File: config.mk
export PLATFORM = sky130hd
export DESIGN_NAME = serial_alu_ctrl_flat
export DESIGN_NICKNAME = d
export VERILOG_FILES = /design/src/rtl/serial_alu_ctrl_if.sv /design/src/rtl/serial_alu_ctrl.sv /design/src/flat_wrapper.sv
export SDC_FILE = /design/constraint.sdc
export NUM_CORES = 1
export LEC_CHECK = 0
export ABC_CLOCK_PERIOD_IN_PS = 2990
export BUFFER_PORTS_ARGS = -buffer_cell sky130_fd_sc_hd__buf_2
export CAP_MARGIN = 20
export CELL_PAD_IN_SITES_DETAIL_PLACEMENT = 1
export CELL_PAD_IN_SITES_GLOBAL_PLACEMENT = 1
export CORE_ASPECT_RATIO = 1.75
export CORE_UTILIZATION = 25
export CTS_CLUSTER_DIAMETER = 120
export CTS_CLUSTER_SIZE = 14
export DETAILED_ROUTE_END_ITERATION = 7
export GPL_TIMING_DRIVEN = 0
export PLACE_DENSITY_LB_ADDON = 0.1
export SLEW_MARGIN = 0
export SYNTH_ARGS = -nofsm -noshare
export SYNTH_HDL_FRONTEND = slang
export SYNTH_SLANG_ARGS = --single-unit
File: constraint.sdc
create_clock -name clk -period 2.99 [get_ports clk]
set_clock_uncertainty 0.1 [all_clocks]
set_input_delay 0.1495 -clock clk [delete_from_list [all_inputs] [get_ports clk]]
set_output_delay 0.1495 -clock clk [all_outputs]
set_load 0.02 [all_outputs]
File: src/rtl/serial_alu_ctrl_if.sv
// Request/response bundle for the bit-serial ALU: operands and op in, status and result out.
interface serial_alu_ctrl_if #(
    parameter int WIDTH = 8
);
    logic             start;
    logic [1:0]       op;
    logic [WIDTH-1:0] a;
    logic [WIDTH-1:0] b;
    logic             busy;
    logic             done;
    logic [WIDTH-1:0] result;
    logic             carry_out;

    modport master (
        output start, op, a, b,
        input  busy, done, result, carry_out
    );

    modport slave (
        input  start, op, a, b,
        output busy, done, result, carry_out
    );
endinterface

File: src/rtl/serial_alu_ctrl.sv
// Bit-serial AND/OR/ADD/SUB: one 1-bit slice per cycle, LSB first, WIDTH cycles busy then a one-cycle done.
// start is only sampled in IDLE; operands are captured on acceptance so later input changes are ignored.
module serial_alu_ctrl #(
    parameter int WIDTH = 8
) (
    input  logic            clk,
    input  logic            rst,
    serial_alu_ctrl_if.slave bus
);
    localparam int CW = $clog2(WIDTH);

    localparam logic [1:0] OP_AND = 2'b00;
    localparam logic [1:0] OP_OR  = 2'b01;
    localparam logic [1:0] OP_ADD = 2'b10;
    localparam logic [1:0] OP_SUB = 2'b11;

    typedef enum logic [1:0] {IDLE = 2'd0, RUN = 2'd1, DONE = 2'd2} state_t;

    state_t           state_q, state_d;
    logic [WIDTH-1:0] a_q, a_d;
    logic [WIDTH-1:0] b_q, b_d;
    logic [WIDTH-1:0] res_q, res_d;
    logic [1:0]       op_q, op_d;
    logic [CW-1:0]    cnt_q, cnt_d;
    logic             c_q, c_d;
    logic             cout_q, cout_d;

    logic             b_bit, s_bit, c_nxt, last_bit, accept;

    assign accept   = (state_q == IDLE) && bus.start;
    assign last_bit = (cnt_q == CW'(WIDTH - 1));

    // FSM state register
    always_ff @(posedge clk or posedge rst) begin
        if (rst) state_q <= IDLE;
        else     state_q <= state_d;
    end

    // FSM next state
    always_comb begin
        state_d = state_q;
        case (state_q)
            IDLE:    if (bus.start) state_d = RUN;
            RUN:     if (last_bit)  state_d = DONE;
            DONE:    state_d = IDLE;
            default: state_d = IDLE;
        endcase
    end

    // FSM outputs
    always_comb begin
        bus.busy      = (state_q == RUN);
        bus.done      = (state_q == DONE);
        bus.result    = res_q;
        bus.carry_out = cout_q;
    end

    // 1-bit ALU slice; SUB is ADD of ~b with the carry preset to 1
    always_comb begin
        b_bit = (op_q == OP_SUB) ? ~b_q[0] : b_q[0];
        c_nxt = (a_q[0] & b_bit) | (a_q[0] & c_q) | (b_bit & c_q);
        case (op_q)
            OP_AND:  s_bit = a_q[0] & b_q[0];
            OP_OR:   s_bit = a_q[0] | b_q[0];
            default: s_bit = a_q[0] ^ b_bit ^ c_q;
        endcase
    end

    always_comb begin
        a_d    = a_q;
        b_d    = b_q;
        res_d  = res_q;
        op_d   = op_q;
        cnt_d  = cnt_q;
        c_d    = c_q;
        cout_d = cout_q;
        if (accept) begin
            a_d   = bus.a;
            b_d   = bus.b;
            op_d  = bus.op;
            cnt_d = '0;
            c_d   = (bus.op == OP_SUB);
        end else if (state_q == RUN) begin
            a_d   = a_q >> 1;
            b_d   = b_q >> 1;
            res_d = {s_bit, res_q[WIDTH-1:1]};
            c_d   = c_nxt;
            cnt_d = cnt_q + CW'(1);
            // borrow is the complement of the final carry of a + ~b + 1
            if (last_bit) begin
                case (op_q)
                    OP_ADD:  cout_d = c_nxt;
                    OP_SUB:  cout_d = ~c_nxt;
                    default: cout_d = 1'b0;
                endcase
            end
        end
    end

    always_ff @(posedge clk or posedge rst) begin
        if (rst) begin
            a_q    <= '0;
            b_q    <= '0;
            res_q  <= '0;
            op_q   <= '0;
            cnt_q  <= '0;
            c_q    <= 1'b0;
            cout_q <= 1'b0;
        end else begin
            a_q    <= a_d;
            b_q    <= b_d;
            res_q  <= res_d;
            op_q   <= op_d;
            cnt_q  <= cnt_d;
            c_q    <= c_d;
            cout_q <= cout_d;
        end
    end
endmodule
File: src/flat_wrapper.sv
// flat-port wrapper written by rule: the top's interface ports become plain ports
module serial_alu_ctrl_flat 
#(
    parameter int WIDTH = 8
)
  (clk, rst, bus_start, bus_op, bus_a, bus_b, bus_busy, bus_done, bus_result, bus_carry_out);
  serial_alu_ctrl_if #(.WIDTH(WIDTH)) bus_i ();
  input  logic clk;
  input  logic rst;
  input wire logic [$bits(bus_i.start)-1:0] bus_start;
  input wire logic [$bits(bus_i.op)-1:0] bus_op;
  input wire logic [$bits(bus_i.a)-1:0] bus_a;
  input wire logic [$bits(bus_i.b)-1:0] bus_b;
  output wire logic [$bits(bus_i.busy)-1:0] bus_busy;
  output wire logic [$bits(bus_i.done)-1:0] bus_done;
  output wire logic [$bits(bus_i.result)-1:0] bus_result;
  output wire logic [$bits(bus_i.carry_out)-1:0] bus_carry_out;
  assign bus_i.start = bus_start;
  assign bus_i.op = bus_op;
  assign bus_i.a = bus_a;
  assign bus_i.b = bus_b;
  assign bus_busy = bus_i.busy;
  assign bus_done = bus_i.done;
  assign bus_result = bus_i.result;
  assign bus_carry_out = bus_i.carry_out;
  serial_alu_ctrl #(.WIDTH(WIDTH)) u_core (.clk(clk), .rst(rst), .bus(bus_i));
endmodule
==> results of run 1 <==
power groups by stage:
stage | clock [W] | sequential (W) | combinational, W
3_5_place_dp | 0 | 0.000808 | 0.000776
5_1_grt | 0.000478 | 0.000829 | 0.000870
3_3_place_gp | 0 | 0.000794 | 0.000743
2_1_floorplan | 0 | 0.000824 | 0.000495
6_report | 0.000439 | 0.000799 | 0.000753
4_1_cts | 0.000456 | 0.000801 | 0.000776
worst max-delay path, stage by stage (launching register included):
cell,delay (ps)
sky130_fd_sc_hd__dfrtp_1,400
sky130_fd_sc_hd__buf_2,230
sky130_fd_sc_hd__buf_2,250
sky130_fd_sc_hd__nor2b_1,150
sky130_fd_sc_hd__buf_2,170
per-layer routing:
| metal | part of all wire | wire length (µm) | vias to the layer above | global-route usage |
|---|---|---|---|---|
| met4 | 0.018 | 77 | 0 | 0.0601 |
| met2 | 0.56 | 2330 | 32 | 0.269 |
| met5 | 0 | 0 | - | 0 |
| met3 | 0.038 | 159 | 6 | 0.0344 |
| met1 | 0.39 | 1620 | 658 | 0.166 |
| li1 | - | - | 609 | - |
flip-flops by register name, indices dropped and copies added (netlist names):
register,cells
u_core.a_q,8
u_core.bus.carry_out,1
u_core.c_q,1
u_core.op_q,2
u_core.state_q,2
u_core.cnt_q,3
u_core.b_q,8
u_core.bus.result,8
repair_timing:
| item | CTS | global route |
|---|---|---|
| hold buffers | 1 | 0 |
| endpoints found under the setup margin | 0 | 0 |
| hold endpoints to repair | 14 | 0 |
worst min path at each step:
| stage | end | slack [ps] | depth (start not counted) |
|---|---|---|---|
| 3_5_place_dp | u_core.cnt_q[0]$_DFFE_PP0P_ | 200 | 2 |
| 3_3_place_gp | u_core.op_q[0]$_DFFE_PP0P_ | 300 | 2 |
| 2_1_floorplan | u_core.a_q[0]$_DFFE_PP0P_ | 180 | 1 |
| 6_report | u_core.op_q[1]$_DFFE_PP0P_ | 20 | 2 |
| 4_1_cts | u_core.op_q[1]$_DFFE_PP0P_ | 8 | 2 |
| 5_1_grt | u_core.op_q[1]$_DFFE_PP0P_ | 10 | 2 |
area by class of cell:
cell class	count	area, µm²
plain buffers	10	68.8
clock buffers	7	86.3
clock inverters	1	30.0
fillers	700	3940
inverters	6	25.0
multi-input cells	97	612
flip-flops and latches	33	826
well taps	78	97.6
repair buffers	33	193
logic make-up (layout without fill, tap and decap cells):
logic type      Yosys count  in the layout  share of synthesized area
mux                       2              2                     0.0147
xor+xnor                  2              2                     0.0114
buf+inv                  16             57                     0.0613
fa+ha+maj                 3              3                     0.0294
simple gates             31             31                     0.0866
compound gates           59             59                      0.257
flops                    33             33                      0.539
per-stage QoR:
| stage | hold slack (ps) | cells | power, W | cell area, µm² |
|---|---|---|---|---|
| finish | 18.9 | 265 | 0.00199 | 1940 |
| global route | 9.94 | 265 | 0.00218 | 1940 |
| CTS | 7.64 | 265 | 0.00203 | 1940 |
| detailed placement | 198 | 256 | 0.00158 | 1810 |
| global placement | 301 | 255 | 0.00154 | 1780 |
| floorplan | 178 | 146 | 0.00132 | 1530 |
synth_stat cells, types with 2 or more instances:
cell type,number,area share
sky130_fd_sc_hd__inv_1,4,0.0098
sky130_fd_sc_hd__ha_1,2,0.016
sky130_fd_sc_hd__mux2_2,2,0.015
sky130_fd_sc_hd__buf_6,2,0.015
sky130_fd_sc_hd__nand2_1,25,0.061
sky130_fd_sc_hd__a22o_1,2,0.011
sky130_fd_sc_hd__a22oi_1,30,0.15
sky130_fd_sc_hd__o21ai_1,10,0.033
sky130_fd_sc_hd__buf_2,3,0.0098
sky130_fd_sc_hd__a21oi_1,2,0.0065
sky130_fd_sc_hd__buf_4,3,0.015
sky130_fd_sc_hd__dfrtp_1,33,0.54
sky130_fd_sc_hd__nor2b_1,2,0.0082
sky130_fd_sc_hd__o21ai_0,10,0.033
cell usage in the layout, fill, tap and decap left out, drive strengths merged:
cell type and n:
buf 40, dfrtp 33, a22oi 30, nand2 25, o21ai 20, clkbuf 9, inv 6, a21oi 2
mux2 2, a22o 2, nor2b 2, ha 2, nand2b 1, a221oi 1, a21o 1, nor3 1
o21bai 1, xor2 1, and2 1, xnor2 1, nand4 1, a32oi 1, a2bb2oi 1, fa 1
bufinv 1, dlygate4sd3 1
==> impl_results.html, run 1 <==
<table>
<tr><th>Metric</th><th>Value</th></tr>
<tr><th colspan="2">Timing</th></tr>
<tr><td>Final worst-path cycle share</td><td>0.581</td></tr>
<tr><td>Worst slew pin tran</td><td>between 700 and 800 ps</td></tr>
<tr><td>Unrepaired setup endpoints after global routing</td><td>no</td></tr>
<tr><td>Slew headroom</td><td>0.530</td></tr>
<tr><td>Setup Viol. Count Final</td><td>0</td></tr>
<tr><td>Max Clk Rate</td><td>575 MHz</td></tr>
<tr><td>Worst path setup slack after routing</td><td>~1300 ps</td></tr>
<tr><td>Sum of negative setup slack</td><td>0 ps</td></tr>
<tr><td>Number of max-slew violations in the final report</td><td>0</td></tr>
<tr><td>Post-route minimum period</td><td>1740 ps</td></tr>
<tr><td>Endpoints failing hold</td><td>0</td></tr>
<tr><th colspan="2">Clocking</th></tr>
<tr><td>Register clock-pin slew on the reported worst setup and hold paths</td><td>70 ps</td></tr>
<tr><td>TritonCTS clock tree</td><td>built</td></tr>
<tr><td>Number of clock sinks seen by CTS</td><td>33</td></tr>
<tr><td>CTS resizes</td><td>0</td></tr>
<tr><td>H-tree depth</td><td>2</td></tr>
<tr><td>CTS buffer count</td><td>5</td></tr>
<tr><td>Clock latency reported for the late side of the worst-skew pair</td><td>280 ps</td></tr>
<tr><td>Number of buffers on the longest clock path</td><td>2</td></tr>
<tr><td>Clk Tree Root Cell</td><td>sky130_fd_sc_hd__clkbuf_8</td></tr>
<tr><td>Postcts setup bufs</td><td>0</td></tr>
<tr><th colspan="2">Floorplanning</th></tr>
<tr><td>Core ar.</td><td>5880 µm²</td></tr>
<tr><td>Die extent in y</td><td>106 µm</td></tr>
<tr><td># rows</td><td>37</td></tr>
<tr><td>Ports placed on the boundary</td><td>32</td></tr>
<tr><td>Die outline area</td><td>6460 µm²</td></tr>
<tr><td>Horizontal extent of the die</td><td>between 60 and 70 µm</td></tr>
<tr><td>Initial standard-cell utilization of the core</td><td>0.260</td></tr>
<tr><th colspan="2">Global route</th></tr>
<tr><td>Global routing usage summed across all routing layers</td><td>0.152</td></tr>
<tr><td>Aggregate global routing overflow</td><td>0</td></tr>
<tr><td>Vias in the first global route</td><td>about 1400</td></tr>
<tr><td>First-pass GRT wire length</td><td>roughly 7 mm</td></tr>
<tr><td>Number of antenna violations at the first check in global routing</td><td>0</td></tr>
<tr><td>Pin count of the biggest net entering global routing</td><td>20</td></tr>
<tr><th colspan="2">Synthesis</th></tr>
<tr><td>Seq/Total Area, Yosys</td><td>0.539</td></tr>
<tr><td>Syn_nets</td><td>170</td></tr>
<tr><td>Most instantiated flip-flop cell in the synthesis netlist</td><td>sky130_fd_sc_hd__dfrtp_1</td></tr>
<tr><td>Flip-flop and latch count after synthesis</td><td>33</td></tr>
<tr><td>Library cells used by synthesis</td><td>30</td></tr>
<tr><td>Yosys Warn Count</td><td>0</td></tr>
<tr><td>Instance count of the mapped netlist</td><td>around 150</td></tr>
<tr><td>Mean area per synthesized cell</td><td>between 10 and 15 µm²</td></tr>
<tr><td>EDFF count, synth</td><td>0</td></tr>
<tr><td>Share of synthesized registers carrying an async set or reset</td><td>1.00</td></tr>
<tr><td>Cell area after technology mapping</td><td>1530 µm²</td></tr>
<tr><th colspan="2">Placed design</th></tr>
<tr><td>Final weighted congestion of routability-driven global placement</td><td>0.715</td></tr>
<tr><td>Post-DP HPWL</td><td>3.18 mm</td></tr>
<tr><td>Worst slack, placed</td><td>1260 ps</td></tr>
<tr><td>Total of buffers placed on input and output ports</td><td>31</td></tr>
<tr><th colspan="2">Pwr</th></tr>
<tr><td>Peak supply drop</td><td>0.298 mV</td></tr>
<tr><td>Total power per unit cell area</td><td>between 1000 and 1500 nW/µm²</td></tr>
<tr><td>Switching power as a share of total power</td><td>0.381</td></tr>
<tr><td>Proportion of power drawn by flip-flops and latches</td><td>0.401</td></tr>
<tr><td>Logic pwr share</td><td>0.378</td></tr>
<tr><td>Cell-internal power</td><td>0.00123 W</td></tr>
<tr><td>Switching Power</td><td>0.000758 W</td></tr>
<tr><td>Leakage power figure</td><td>0.914 nW</td></tr>
<tr><td>Clock network fraction of total power</td><td>0.221</td></tr>
<tr><th colspan="2">Worst setup path</th></tr>
<tr><td>R2r startpoint</td><td>u_core.op_q[1]$_DFFE_PP0P_</td></tr>
<tr><td>Setup slack of the worst register-to-register path</td><td>1280 ps</td></tr>
<tr><td>Arrival time reported for the critical path endpoint</td><td>1490 ps</td></tr>
<tr><td>Maximum fanout count along the critical path</td><td>10</td></tr>
<tr><td>Critical Setup Path Class</td><td>reg2out</td></tr>
<tr><td>Worst Path Required</td><td>2740 ps</td></tr>
<tr><td>Capture point of the worst reg-to-reg path</td><td>u_core.bus.result[7]$_DFFE_PP0P_</td></tr>
<tr><td>Critical Path Start</td><td>u_core.state_q[1]$_DFFE_PP0P_</td></tr>
<tr><td>Capturing element type of the critical path</td><td>output pin</td></tr>
<tr><td>Worst Reg2Reg Path Length in Cells</td><td>5</td></tr>
<tr><td>Termination of the worst setup path</td><td>bus_done</td></tr>
<tr><td>Startpoint type of the worst setup path</td><td>flop</td></tr>
<tr><th colspan="2">Final layout</th></tr>
<tr><td>Area growth from synthesis to layout</td><td>26.6%</td></tr>
<tr><td>Total number of nets in the final design</td><td>210</td></tr>
<tr><td>Fraction of final layout cells sized beyond drive strength 1</td><td>0.283</td></tr>
<tr><td>Core Util, Final</td><td>0.330</td></tr>
<tr><td>ANT cells</td><td>0</td></tr>
<tr><th colspan="2">Drt</th></tr>
<tr><td>Count of antenna-violating nets left after detailed routing</td><td>0</td></tr>
<tr><td>Total Wirelength</td><td>about 4.2 mm</td></tr>
<tr><td>Residual DRC</td><td>0</td></tr>
<tr><td>Routed length per placed instance</td><td>15.8 µm</td></tr>
<tr><td>Vias per inst</td><td>between 4 and 5</td></tr>
<tr><td>Number of design-rule violations left by the first detailed-router iteration</td><td>38</td></tr>
<tr><td>Total via count after detailed routing</td><td>1305</td></tr>
<tr><td>DR pass1 iterations</td><td>4</td></tr>
<tr><th colspan="2">Hold path</th></tr>
<tr><td>Class of the tightest hold or removal check</td><td>in2reg</td></tr>
<tr><td>Critical hold path startpoint</td><td>bus_op[1]</td></tr>
<tr><th colspan="2">Flow run</th></tr>
<tr><td>Total of max-cap violations</td><td>0</td></tr>
<tr><th colspan="2">Run status</th></tr>
<tr><td>Result of the run</td><td>complete, no violations</td></tr>
</table>
(Power assumes the default switching activity.)
==> inputs of run 2 (changes only) <==
--- a/config.mk
+++ b/config.mk
@@ -5,7 +5,7 @@
 export SDC_FILE = /design/constraint.sdc
 export NUM_CORES = 1
 export LEC_CHECK = 0
-export ABC_CLOCK_PERIOD_IN_PS = 2990
+export ABC_CLOCK_PERIOD_IN_PS = 1600
 export BUFFER_PORTS_ARGS = -buffer_cell sky130_fd_sc_hd__buf_2
 export CAP_MARGIN = 20
 export CELL_PAD_IN_SITES_DETAIL_PLACEMENT = 1
==> constraint.sdc (replaced) <==
create_clock -name clk -period 1.6 [get_ports clk]
set_clock_uncertainty 0.1 [all_clocks]
set_input_delay 0.08 -clock clk [delete_from_list [all_inputs] [get_ports clk]]
set_output_delay 0.08 -clock clk [all_outputs]
set_load 0.02 [all_outputs]
==> impl_results.html, run 2 (synthesized netlist as in run 1, its figures left out) <==
<table>
<tr><th>Metric</th><th>Value</th></tr>
<tr><th colspan="2">Clocking</th></tr>
<tr><td>Number of clock sinks seen by CTS</td><td>33 (unchanged)</td></tr>
<tr><td>Clk Tree Root Cell</td><td>sky130_fd_sc_hd__clkbuf_8 (unchanged)</td></tr>
<tr><td>CTS buffer count</td><td>5 (unchanged)</td></tr>
<tr><td>Clock latency reported for the late side of the worst-skew pair</td><td>280 ps (about the same)</td></tr>
<tr><td>Register clock-pin slew on the reported worst setup and hold paths</td><td>70 ps (about the same)</td></tr>
<tr><td>TritonCTS clock tree</td><td>built (unchanged)</td></tr>
<tr><td>Number of buffers on the longest clock path</td><td>2 (unchanged)</td></tr>
<tr><td>H-tree depth</td><td>2 (unchanged)</td></tr>
<tr><th colspan="2">Pwr</th></tr>
<tr><td>Cell-internal power</td><td>0.00238 W (was 0.00123 W)</td></tr>
<tr><td>Peak supply drop</td><td>0.566 mV (was 0.298 mV)</td></tr>
<tr><td>Switching Power</td><td>0.00145 W (was 0.000758 W)</td></tr>
<tr><td>Proportion of power drawn by flip-flops and latches</td><td>0.383 (was 0.401)</td></tr>
<tr><td>Clock network fraction of total power</td><td>0.214 (was 0.221)</td></tr>
<tr><td>Leakage power figure</td><td>0.989 nW (was 0.914 nW)</td></tr>
<tr><td>Logic pwr share</td><td>0.402 (was 0.378)</td></tr>
<tr><td>Total power per unit cell area</td><td>1800 nW/µm² (was 1030 nW/µm²)</td></tr>
<tr><td>Switching power as a share of total power</td><td>0.379 (was 0.381)</td></tr>
<tr><th colspan="2">Worst setup path</th></tr>
<tr><td>CP max stage delay</td><td>450 ps (was 400 ps)</td></tr>
<tr><td>Cells along the critical path</td><td>nand2_2 -&gt; xor2_1 -&gt; fa_1 -&gt; a221oi_2 -&gt; a21o_1 (was buf_2 -&gt; buf_2 -&gt; nor2b_1 -&gt; buf_2)</td></tr>
<tr><td>Standard cell with the maximum stage delay on the critical path</td><td>sky130_fd_sc_hd__fa_1 (was sky130_fd_sc_hd__dfrtp_1)</td></tr>
<tr><td>Worst Path Required</td><td>1730 ps (was 2740 ps)</td></tr>
<tr><td>Arrival time reported for the critical path endpoint</td><td>1760 ps (was 1490 ps)</td></tr>
<tr><td>Maximum fanout count along the critical path</td><td>2 (was 10)</td></tr>
<tr><td>Largest delay contributor family on the critical path</td><td>adder cells (was buffers and inverters)</td></tr>
<tr><td>Capturing element type of the critical path</td><td>flop (was output pin)</td></tr>
<tr><td>Setup slack of the worst register-to-register path</td><td>-40 ps (was 1280 ps)</td></tr>
<tr><td>Critical Setup Path Class</td><td>reg2reg (was reg2out)</td></tr>
<tr><td>Startpoint type of the worst setup path</td><td>flop (unchanged)</td></tr>
<tr><td>Count of buffer and inverter cells on the critical path</td><td>0 (was 3)</td></tr>
<tr><th colspan="2">Drt</th></tr>
<tr><td>DR pass1 iterations</td><td>4 (unchanged)</td></tr>
<tr><td>Number of design-rule violations left by the first detailed-router iteration</td><td>29 (was 38)</td></tr>
<tr><td>Residual DRC</td><td>0 (unchanged)</td></tr>
<tr><td>Count of antenna-violating nets left after detailed routing</td><td>0 (unchanged)</td></tr>
<tr><td>Vias per inst</td><td>4.85 (was 4.92)</td></tr>
<tr><td>Routed length per placed instance</td><td>15.0 µm (was 15.8 µm)</td></tr>
<tr><td>Total Wirelength</td><td>4.23 mm (was 4.19 mm)</td></tr>
<tr><td>Total via count after detailed routing</td><td>1372 (was 1305)</td></tr>
<tr><th colspan="2">Timing</th></tr>
<tr><td>Sum of negative setup slack</td><td>-36.1 ps (was 0 ps)</td></tr>
<tr><td>Max Clk Rate</td><td>611 MHz</td></tr>
<tr><td>Worst slew pin tran</td><td>709 ps (was 705 ps)</td></tr>
<tr><td>Worst hold slack</td><td>19.5 ps (was 18.9 ps)</td></tr>
<tr><td>Number of max-slew violations in the final report</td><td>0 (unchanged)</td></tr>
<tr><td>Setup Viol. Count Final</td><td>1 (was 0)</td></tr>
<tr><td>Final worst-path cycle share</td><td>1.02</td></tr>
<tr><td>Unrepaired setup endpoints after global routing</td><td>yes (was no)</td></tr>
<tr><td>Slew headroom</td><td>0.527 (was 0.530)</td></tr>
<tr><td>Endpoints failing hold</td><td>0 (unchanged)</td></tr>
<tr><td>Post-route minimum period</td><td>around 1600 ps</td></tr>
<tr><td>Worst path setup slack after routing</td><td>-36.1 ps (was 1250 ps)</td></tr>
<tr><th colspan="2">Global route</th></tr>
<tr><td>Pin count of the biggest net entering global routing</td><td>20 (unchanged)</td></tr>
<tr><td>Aggregate global routing overflow</td><td>0 (unchanged)</td></tr>
<tr><td>Global routing usage summed across all routing layers</td><td>0.154 (was 0.152)</td></tr>
<tr><td>First-pass GRT wire length</td><td>7.11 mm (was 7.00 mm)</td></tr>
<tr><td>Number of antenna violations at the first check in global routing</td><td>0 (unchanged)</td></tr>
<tr><td>Vias in the first global route</td><td>1431 (was 1363)</td></tr>
<tr><th colspan="2">Floorplanning</th></tr>
<tr><td>Horizontal extent of the die</td><td>61.2 µm (unchanged)</td></tr>
<tr><td>Ports placed on the boundary</td><td>32 (unchanged)</td></tr>
<tr><td>Die outline area</td><td>6460 µm² (unchanged)</td></tr>
<tr><td>Die extent in y</td><td>106 µm (unchanged)</td></tr>
<tr><td># rows</td><td>37 (unchanged)</td></tr>
<tr><td>Initial standard-cell utilization of the core</td><td>0.260 (unchanged)</td></tr>
<tr><td>Core ar.</td><td>5880 µm² (unchanged)</td></tr>
<tr><th colspan="2">Flow run</th></tr>
<tr><td>Total of max-cap violations</td><td>0 (unchanged)</td></tr>
<tr><th colspan="2">Final layout</th></tr>
<tr><td>Number of fill cells</td><td>689 (was 700)</td></tr>
<tr><td>Top library cells by usage in the layout, fill and taps aside</td><td>32 x sky130_fd_sc_hd__buf_2, 32 x sky130_fd_sc_hd__dfrtp_1, 30 x sky130_fd_sc_hd__a22oi_1 (was 34 x sky130_fd_sc_hd__buf_2, 33 x sky130_fd_sc_hd__dfrtp_1, 30 x sky130_fd_sc_hd__a22oi_1)</td></tr>
<tr><td>ANT cells</td><td>0 (unchanged)</td></tr>
<tr><td>Total number of nets in the final design</td><td>228 (was 210)</td></tr>
<tr><td>Final cell area excluding filler cells</td><td>2130 µm² (was 1940 µm²)</td></tr>
<tr><td>Area growth from synthesis to layout</td><td>39.1% (was 26.6%)</td></tr>
<tr><td>Fraction of final layout cells sized beyond drive strength 1</td><td>0.278 (was 0.283)</td></tr>
<tr><th colspan="2">Placed design</th></tr>
<tr><td>Total of buffers placed on input and output ports</td><td>31 (unchanged)</td></tr>
<tr><td>Post-DP HPWL</td><td>3.18 mm (unchanged)</td></tr>
<tr><td>Final weighted congestion of routability-driven global placement</td><td>0.715 (unchanged)</td></tr>
<tr><td>Instance area after placement</td><td>1810 µm² (unchanged)</td></tr>
<tr><th colspan="2">Hold path</th></tr>
<tr><td>Class of the tightest hold or removal check</td><td>in2reg (unchanged)</td></tr>
<tr><th colspan="2">Run status</th></tr>
<tr><td>Failing checks</td><td>setup timing</td></tr>
<tr><td>Result of the run</td><td>finished with violations (was complete, no violations)</td></tr>
</table>
[run 2: cell types whose count changed in the layout (fill, tap and decap cells not counted)]
cell / before / now
sky130_fd_sc_hd__dlygate4sd3_1: 1 / 18
sky130_fd_sc_hd__nand2_2: 0 / 1
sky130_fd_sc_hd__buf_2: 34 / 32
sky130_fd_sc_hd__buf_4: 3 / 5
sky130_fd_sc_hd__clkbuf_4: 0 / 1
sky130_fd_sc_hd__dfrtp_2: 0 / 1
sky130_fd_sc_hd__a221oi_1: 1 / 0
sky130_fd_sc_hd__nand2_1: 25 / 24
sky130_fd_sc_hd__a221oi_2: 0 / 1
sky130_fd_sc_hd__dfrtp_1: 33 / 32
[run 2: metal layers]
metal  vias up  track usage  routed length, µm
met1       685        0.164               1630
li1        645            -                  -
met5         -            0                  0
met2        36        0.276               2370
met4         0       0.0601                 77
met3         6       0.0344                149
[run 2: timing repair]
action / 4_1_cts / 5_1_grt
setup endpoints to repair: 4 / 4
hold endpoints to repair: 31 / 0
pin swaps: 1 / 0
resized for setup: 2 / 2
setup buffers: 3 / 0
hold buffers: 18 / 0
[run 2: layout make-up]
type                       count  area [µm²]  area share
buffer                         8        58.8      0.0276
clock buffer                   7        86.3      0.0405
clock inverter                 1        30.0      0.0141
inverter                       6        25.0      0.0117
multi-input combinational     97         621       0.291
sequential                    33         827       0.388
tap                           78        97.6      0.0458
timing repair buffer          53         385       0.181
[run 2: through the flow]
| stage | worst slack [ps] | cells | power, W | utilization |
|---|---|---|---|---|
| final | -36.1 | 283 | 0.00384 | 0.362 |
| after global routing | -109 | 283 | 0.00417 | 0.362 |
| after CTS | -45.1 | 283 | 0.00390 | 0.362 |
| after detailed placement | -127 | 256 | 0.00296 | 0.308 |
| after global placement | -82.6 | 255 | 0.00287 | 0.303 |
| after floorplan | 21.4 | 146 | 0.00246 | - |
[run 2: power by group through the flow]
stage / Sequential [W] / Combinational, W / Clock, W
global placement: 0.00148 / 0.00139 / 0
CTS: 0.00147 / 0.00158 / 0.000853
finish: 0.00147 / 0.00154 / 0.000821
global route: 0.00152 / 0.00176 / 0.000892
floorplan: 0.00154 / 0.000924 / 0
detailed placement: 0.00151 / 0.00145 / 0
[run 2: tightest hold or removal path: stages]
cell and delay [ps]:
sky130_fd_sc_hd__buf_2 90, sky130_fd_sc_hd__a22oi_1 50, sky130_fd_sc_hd__o21ai_0 150
[run 2: path summary, 6_finish.rpt]
| kind | startpoint | endpoint | depth (start not counted) |
|---|---|---|---|
| setup / recovery | u_core.op_q[1]$_DFFE_PP0P_ | u_core.bus.result[7]$_DFFE_PP0P_ | 5 |
| hold / removal | bus_a[6] | u_core.a_q[6]$_DFFE_PP0P_ | 3 |
| setup reg to reg | u_core.op_q[1]$_DFFE_PP0P_ | u_core.bus.result[7]$_DFFE_PP0P_ | 5 |
| hold reg to reg | u_core.bus.result[0]$_DFFE_PP0P_ | u_core.bus.result[0]$_DFFE_PP0P_ | 2 |
| max in group asynchronous | rst | u_core.op_q[1]$_DFFE_PP0P_ | 4 |
| min in group asynchronous | rst | u_core.cnt_q[0]$_DFFE_PP0P_ | 3 |
==> inputs of run 3 (changes only) <==
--- a/config.mk
+++ b/config.mk
@@ -11,7 +11,9 @@
 export CELL_PAD_IN_SITES_DETAIL_PLACEMENT = 1
 export CELL_PAD_IN_SITES_GLOBAL_PLACEMENT = 1
 export CORE_ASPECT_RATIO = 1.75
-export CORE_UTILIZATION = 25
+export CORE_MARGIN = 3
+export CORE_UTILIZATION = 35
+export CTS_BUF_LIST = sky130_fd_sc_hd__clkbuf_16
 export CTS_CLUSTER_DIAMETER = 120
 export CTS_CLUSTER_SIZE = 14
 export DETAILED_ROUTE_END_ITERATION = 7
==> impl_results.html, run 3 (synthesized netlist as in run 1, its figures left out) <==
<table>
<tr><th>Metric</th><th>Value</th></tr>
<tr><th colspan="2">Placed design</th></tr>
<tr><td>Post-DP HPWL</td><td>3.06 mm (was 3.18 mm)</td></tr>
<tr><td>Worst slack, placed</td><td>-169 ps (was -127 ps)</td></tr>
<tr><td>Total of buffers placed on input and output ports</td><td>31 (unchanged)</td></tr>
<tr><td>Instance area after placement</td><td>1780 µm² (was 1810 µm²)</td></tr>
<tr><td>Final weighted congestion of routability-driven global placement</td><td>0.756 (was 0.715)</td></tr>
<tr><td>Total placed cells including tap cells</td><td>227 (was 256)</td></tr>
<tr><th colspan="2">Final layout</th></tr>
<tr><td>Most frequent standard cell in the layout excluding fill and tap cells</td><td>sky130_fd_sc_hd__buf_2</td></tr>
<tr><td>ANT cells</td><td>0 (unchanged)</td></tr>
<tr><td>Final standard cell count with taps included and fillers excluded</td><td>243 (was 283)</td></tr>
<tr><td>Area growth from synthesis to layout</td><td>32.4% (was 39.1%)</td></tr>
<tr><td>Top library cells by usage in the layout, fill and taps aside</td><td>32 x sky130_fd_sc_hd__buf_2, 31 x sky130_fd_sc_hd__dfrtp_1, 30 x sky130_fd_sc_hd__a22oi_1 (was 32 x sky130_fd_sc_hd__buf_2, 32 x sky130_fd_sc_hd__dfrtp_1, 30 x sky130_fd_sc_hd__a22oi_1)</td></tr>
<tr><td>Final cell area excluding filler cells</td><td>2030 µm² (was 2130 µm²)</td></tr>
<tr><td>Fraction of final layout cells sized beyond drive strength 1</td><td>0.299 (was 0.278)</td></tr>
<tr><td>Total number of nets in the final design</td><td>218 (was 228)</td></tr>
<tr><th colspan="2">Timing</th></tr>
<tr><td>Final worst-path cycle share</td><td>1.01 (was 1.02)</td></tr>
<tr><td>Worst path setup slack after routing</td><td>-17.2 ps (was -36.1 ps)</td></tr>
<tr><td>Worst hold slack</td><td>-11.3 ps (was 19.5 ps)</td></tr>
<tr><td>Setup Viol. Count Final</td><td>1 (unchanged)</td></tr>
<tr><td>Max Clk Rate</td><td>618 MHz (was 611 MHz)</td></tr>
<tr><td>Post-route minimum period</td><td>1620 ps (was 1640 ps)</td></tr>
<tr><td>Endpoints failing hold</td><td>2 (was 0)</td></tr>
<tr><td>Slew headroom</td><td>0.581 (was 0.527)</td></tr>
<tr><td>Worst slew pin tran</td><td>628 ps (was 709 ps)</td></tr>
<tr><td>Unrepaired setup endpoints after global routing</td><td>yes (unchanged)</td></tr>
<tr><td>Number of max-slew violations in the final report</td><td>0 (unchanged)</td></tr>
<tr><th colspan="2">Worst setup path</th></tr>
<tr><td>R2r startpoint</td><td>u_core.op_q[1]$_DFFE_PP0P_ (unchanged)</td></tr>
<tr><td>Largest delay contributor family on the critical path</td><td>adder cells (unchanged)</td></tr>
<tr><td>Setup slack of the worst register-to-register path</td><td>-20 ps (was -40 ps)</td></tr>
<tr><td>Standard cell with the maximum stage delay on the critical path</td><td>sky130_fd_sc_hd__fa_1 (unchanged)</td></tr>
<tr><td>Startpoint type of the worst setup path</td><td>flop (unchanged)</td></tr>
<tr><td>CP max stage delay</td><td>440 ps (was 450 ps)</td></tr>
<tr><td>Capturing element type of the critical path</td><td>flop (unchanged)</td></tr>
<tr><td>Worst Path Required</td><td>1710 ps (was 1730 ps)</td></tr>
<tr><td>Maximum fanout count along the critical path</td><td>2 (unchanged)</td></tr>
<tr><td>Worst Reg2Reg Path Length in Cells</td><td>5 (unchanged)</td></tr>
<tr><td>Cells along the critical path</td><td>nand2_2 -&gt; xor2_2 -&gt; fa_1 -&gt; a221oi_2 -&gt; a21o_1 (was nand2_2 -&gt; xor2_1 -&gt; fa_1 -&gt; a221oi_2 -&gt; a21o_1)</td></tr>
<tr><td>Arrival time reported for the critical path endpoint</td><td>1730 ps (was 1760 ps)</td></tr>
<tr><td>Critical Setup Path Class</td><td>reg2reg (unchanged)</td></tr>
<tr><td>Count of buffer and inverter cells on the critical path</td><td>0 (unchanged)</td></tr>
<tr><td>Capture point of the worst reg-to-reg path</td><td>u_core.bus.result[7]$_DFFE_PP0P_ (unchanged)</td></tr>
<tr><th colspan="2">Hold path</th></tr>
<tr><td>Critical hold path startpoint</td><td>bus_a[4] (was bus_a[6])</td></tr>
<tr><td>Worst Hold Path Cells</td><td>3 (unchanged)</td></tr>
<tr><td>Class of the tightest hold or removal check</td><td>in2reg (unchanged)</td></tr>
<tr><td>Hold worst-path end</td><td>u_core.a_q[4]$_DFFE_PP0P_ (was u_core.a_q[6]$_DFFE_PP0P_)</td></tr>
<tr><th colspan="2">Clocking</th></tr>
<tr><td>Register clock-pin slew on the reported worst setup and hold paths</td><td>50 ps (was 70 ps)</td></tr>
<tr><td>TritonCTS clock tree</td><td>built (unchanged)</td></tr>
<tr><td>CTS buffer count</td><td>5 (unchanged)</td></tr>
<tr><td>Number of clock sinks seen by CTS</td><td>33 (unchanged)</td></tr>
<tr><td>Clock latency reported for the late side of the worst-skew pair</td><td>270 ps (was 280 ps)</td></tr>
<tr><td>Number of buffers on the longest clock path</td><td>2 (unchanged)</td></tr>
<tr><td>Clk Tree Root Cell</td><td>sky130_fd_sc_hd__clkbuf_16 (was sky130_fd_sc_hd__clkbuf_8)</td></tr>
<tr><td>H-tree depth</td><td>2 (unchanged)</td></tr>
<tr><th colspan="2">Floorplanning</th></tr>
<tr><td>Ports placed on the boundary</td><td>32 (unchanged)</td></tr>
<tr><td>Die extent in y</td><td>93.5 µm (was 106 µm)</td></tr>
<tr><td>Initial standard-cell utilization of the core</td><td>0.366 (was 0.260)</td></tr>
<tr><td>Core ar.</td><td>4190 µm² (was 5880 µm²)</td></tr>
<tr><td>Die outline area</td><td>5240 µm² (was 6460 µm²)</td></tr>
<tr><td># rows</td><td>31 (was 37)</td></tr>
<tr><td>Horizontal extent of the die</td><td>56.0 µm (was 61.2 µm)</td></tr>
<tr><th colspan="2">Drt</th></tr>
<tr><td>Routed length per placed instance</td><td>17.0 µm (was 15.0 µm)</td></tr>
<tr><td>Number of design-rule violations left by the first detailed-router iteration</td><td>35 (was 29)</td></tr>
<tr><td>Count of antenna-violating nets left after detailed routing</td><td>0 (unchanged)</td></tr>
<tr><td>DR pass1 iterations</td><td>4 (unchanged)</td></tr>
<tr><td>Total via count after detailed routing</td><td>1336 (was 1372)</td></tr>
<tr><td>Residual DRC</td><td>0 (unchanged)</td></tr>
<tr><td>Total Wirelength</td><td>4.13 mm (was 4.23 mm)</td></tr>
<tr><td>Vias per inst</td><td>5.50 (was 4.85)</td></tr>
<tr><th colspan="2">Global route</th></tr>
<tr><td>Number of antenna violations at the first check in global routing</td><td>0 (unchanged)</td></tr>
<tr><td>Met3 global-route usage</td><td>0.0304 (was 0.0344)</td></tr>
<tr><td>Met1 global-route usage</td><td>0.189 (was 0.164)</td></tr>
<tr><td>Met2 Usage GRT</td><td>0.331 (was 0.276)</td></tr>
<tr><td>Global routing usage summed across all routing layers</td><td>0.173 (was 0.154)</td></tr>
<tr><td>Pin count of the biggest net entering global routing</td><td>21 (was 20)</td></tr>
<tr><td>Busiest layer in global routing</td><td>met2 (unchanged)</td></tr>
<tr><td>Vias in the first global route</td><td>1497 (was 1431)</td></tr>
<tr><td>First-pass GRT wire length</td><td>7.20 mm (was 7.11 mm)</td></tr>
<tr><td>Aggregate global routing overflow</td><td>0 (unchanged)</td></tr>
<tr><th colspan="2">Pwr</th></tr>
<tr><td>Leakage power figure</td><td>0.962 nW (was 0.989 nW)</td></tr>
<tr><td>Post-layout power</td><td>0.00396 W (was 0.00384 W)</td></tr>
<tr><td>Peak supply drop</td><td>0.764 mV (was 0.566 mV)</td></tr>
<tr><td>Total power per unit cell area</td><td>1950 nW/µm² (was 1800 nW/µm²)</td></tr>
<tr><th colspan="2">Run status</th></tr>
<tr><td>Failing checks</td><td>hold timing, setup timing (was setup timing)</td></tr>
<tr><td>Result of the run</td><td>finished with violations (unchanged)</td></tr>
<tr><th colspan="2">Flow run</th></tr>
<tr><td>Total of max-cap violations</td><td>0 (unchanged)</td></tr>
</table>
## run 3: how the worst max path moves through the flow
stage          slack [ps]  depth (start not counted)                                to                  startpoint
6_report              -20                          5  u_core.bus.result[7]$_DFFE_PP0P_  u_core.op_q[1]$_DFFE_PP0P_
5_1_grt               -60                          5  u_core.bus.result[7]$_DFFE_PP0P_  u_core.op_q[1]$_DFFE_PP0P_
4_1_cts               -80                          5  u_core.bus.result[7]$_DFFE_PP0P_  u_core.op_q[1]$_DFFE_PP0P_
3_5_place_dp         -170                          5  u_core.bus.result[7]$_DFFE_PP0P_  u_core.op_q[1]$_DFFE_PP0P_
3_3_place_gp         -120                          5  u_core.bus.result[7]$_DFFE_PP0P_  u_core.op_q[1]$_DFFE_PP0P_
2_1_floorplan          20                          5  u_core.bus.result[7]$_DFFE_PP0P_  u_core.op_q[1]$_DFFE_PP0P_
## run 3: worst min-delay path, stage by stage
cell	delay [ps]
sky130_fd_sc_hd__buf_2	80
sky130_fd_sc_hd__a22oi_1	50
sky130_fd_sc_hd__o21ai_1	110
## run 3: area by class of cell
class | count | area, µm²
flip-flops and latches | 33 | 828
well taps | 49 | 61.3
fillers | 489 | 2160
clock buffers | 5 | 125
repair buffers | 42 | 275
inverters | 6 | 27.5
plain buffers | 9 | 70.1
multi-input cells | 97 | 633
clock inverters | 2 | 7.51
## run 3: stage by stage
step / hold slack, ps / TNS, ps / util
global placement: 231 / -115 / 0.417
detailed placement: 93.3 / -205 / 0.424
CTS: 1.12 / -78.3 / 0.482
global route: 23.0 / -55.6 / 0.484
floorplan: 109 / 0 / -
finish: -11.3 / -17.2 / 0.484
## run 3: repair_timing
item                                    4_1_cts  5_1_grt
resized for setup                             6        3
setup buffers                                 3        0
endpoints found under the setup margin        3        4
hold buffers                                  7        0
hold endpoints to repair                     19        0
pin swaps                                     3        3
## run 3: layer usage
metal  vias up  wire length (µm)
met3         6               196
met4         0                52
li1        626                 -
met2        41              2340
met1       663              1550
met5         -                 0
## run 3: report_power, final
part	switching (W)	internal, W
sequential	0.000291	0.00120
combinational	0.000884	0.000713
clock	0.000317	0.000555
total	0.00149	0.00246
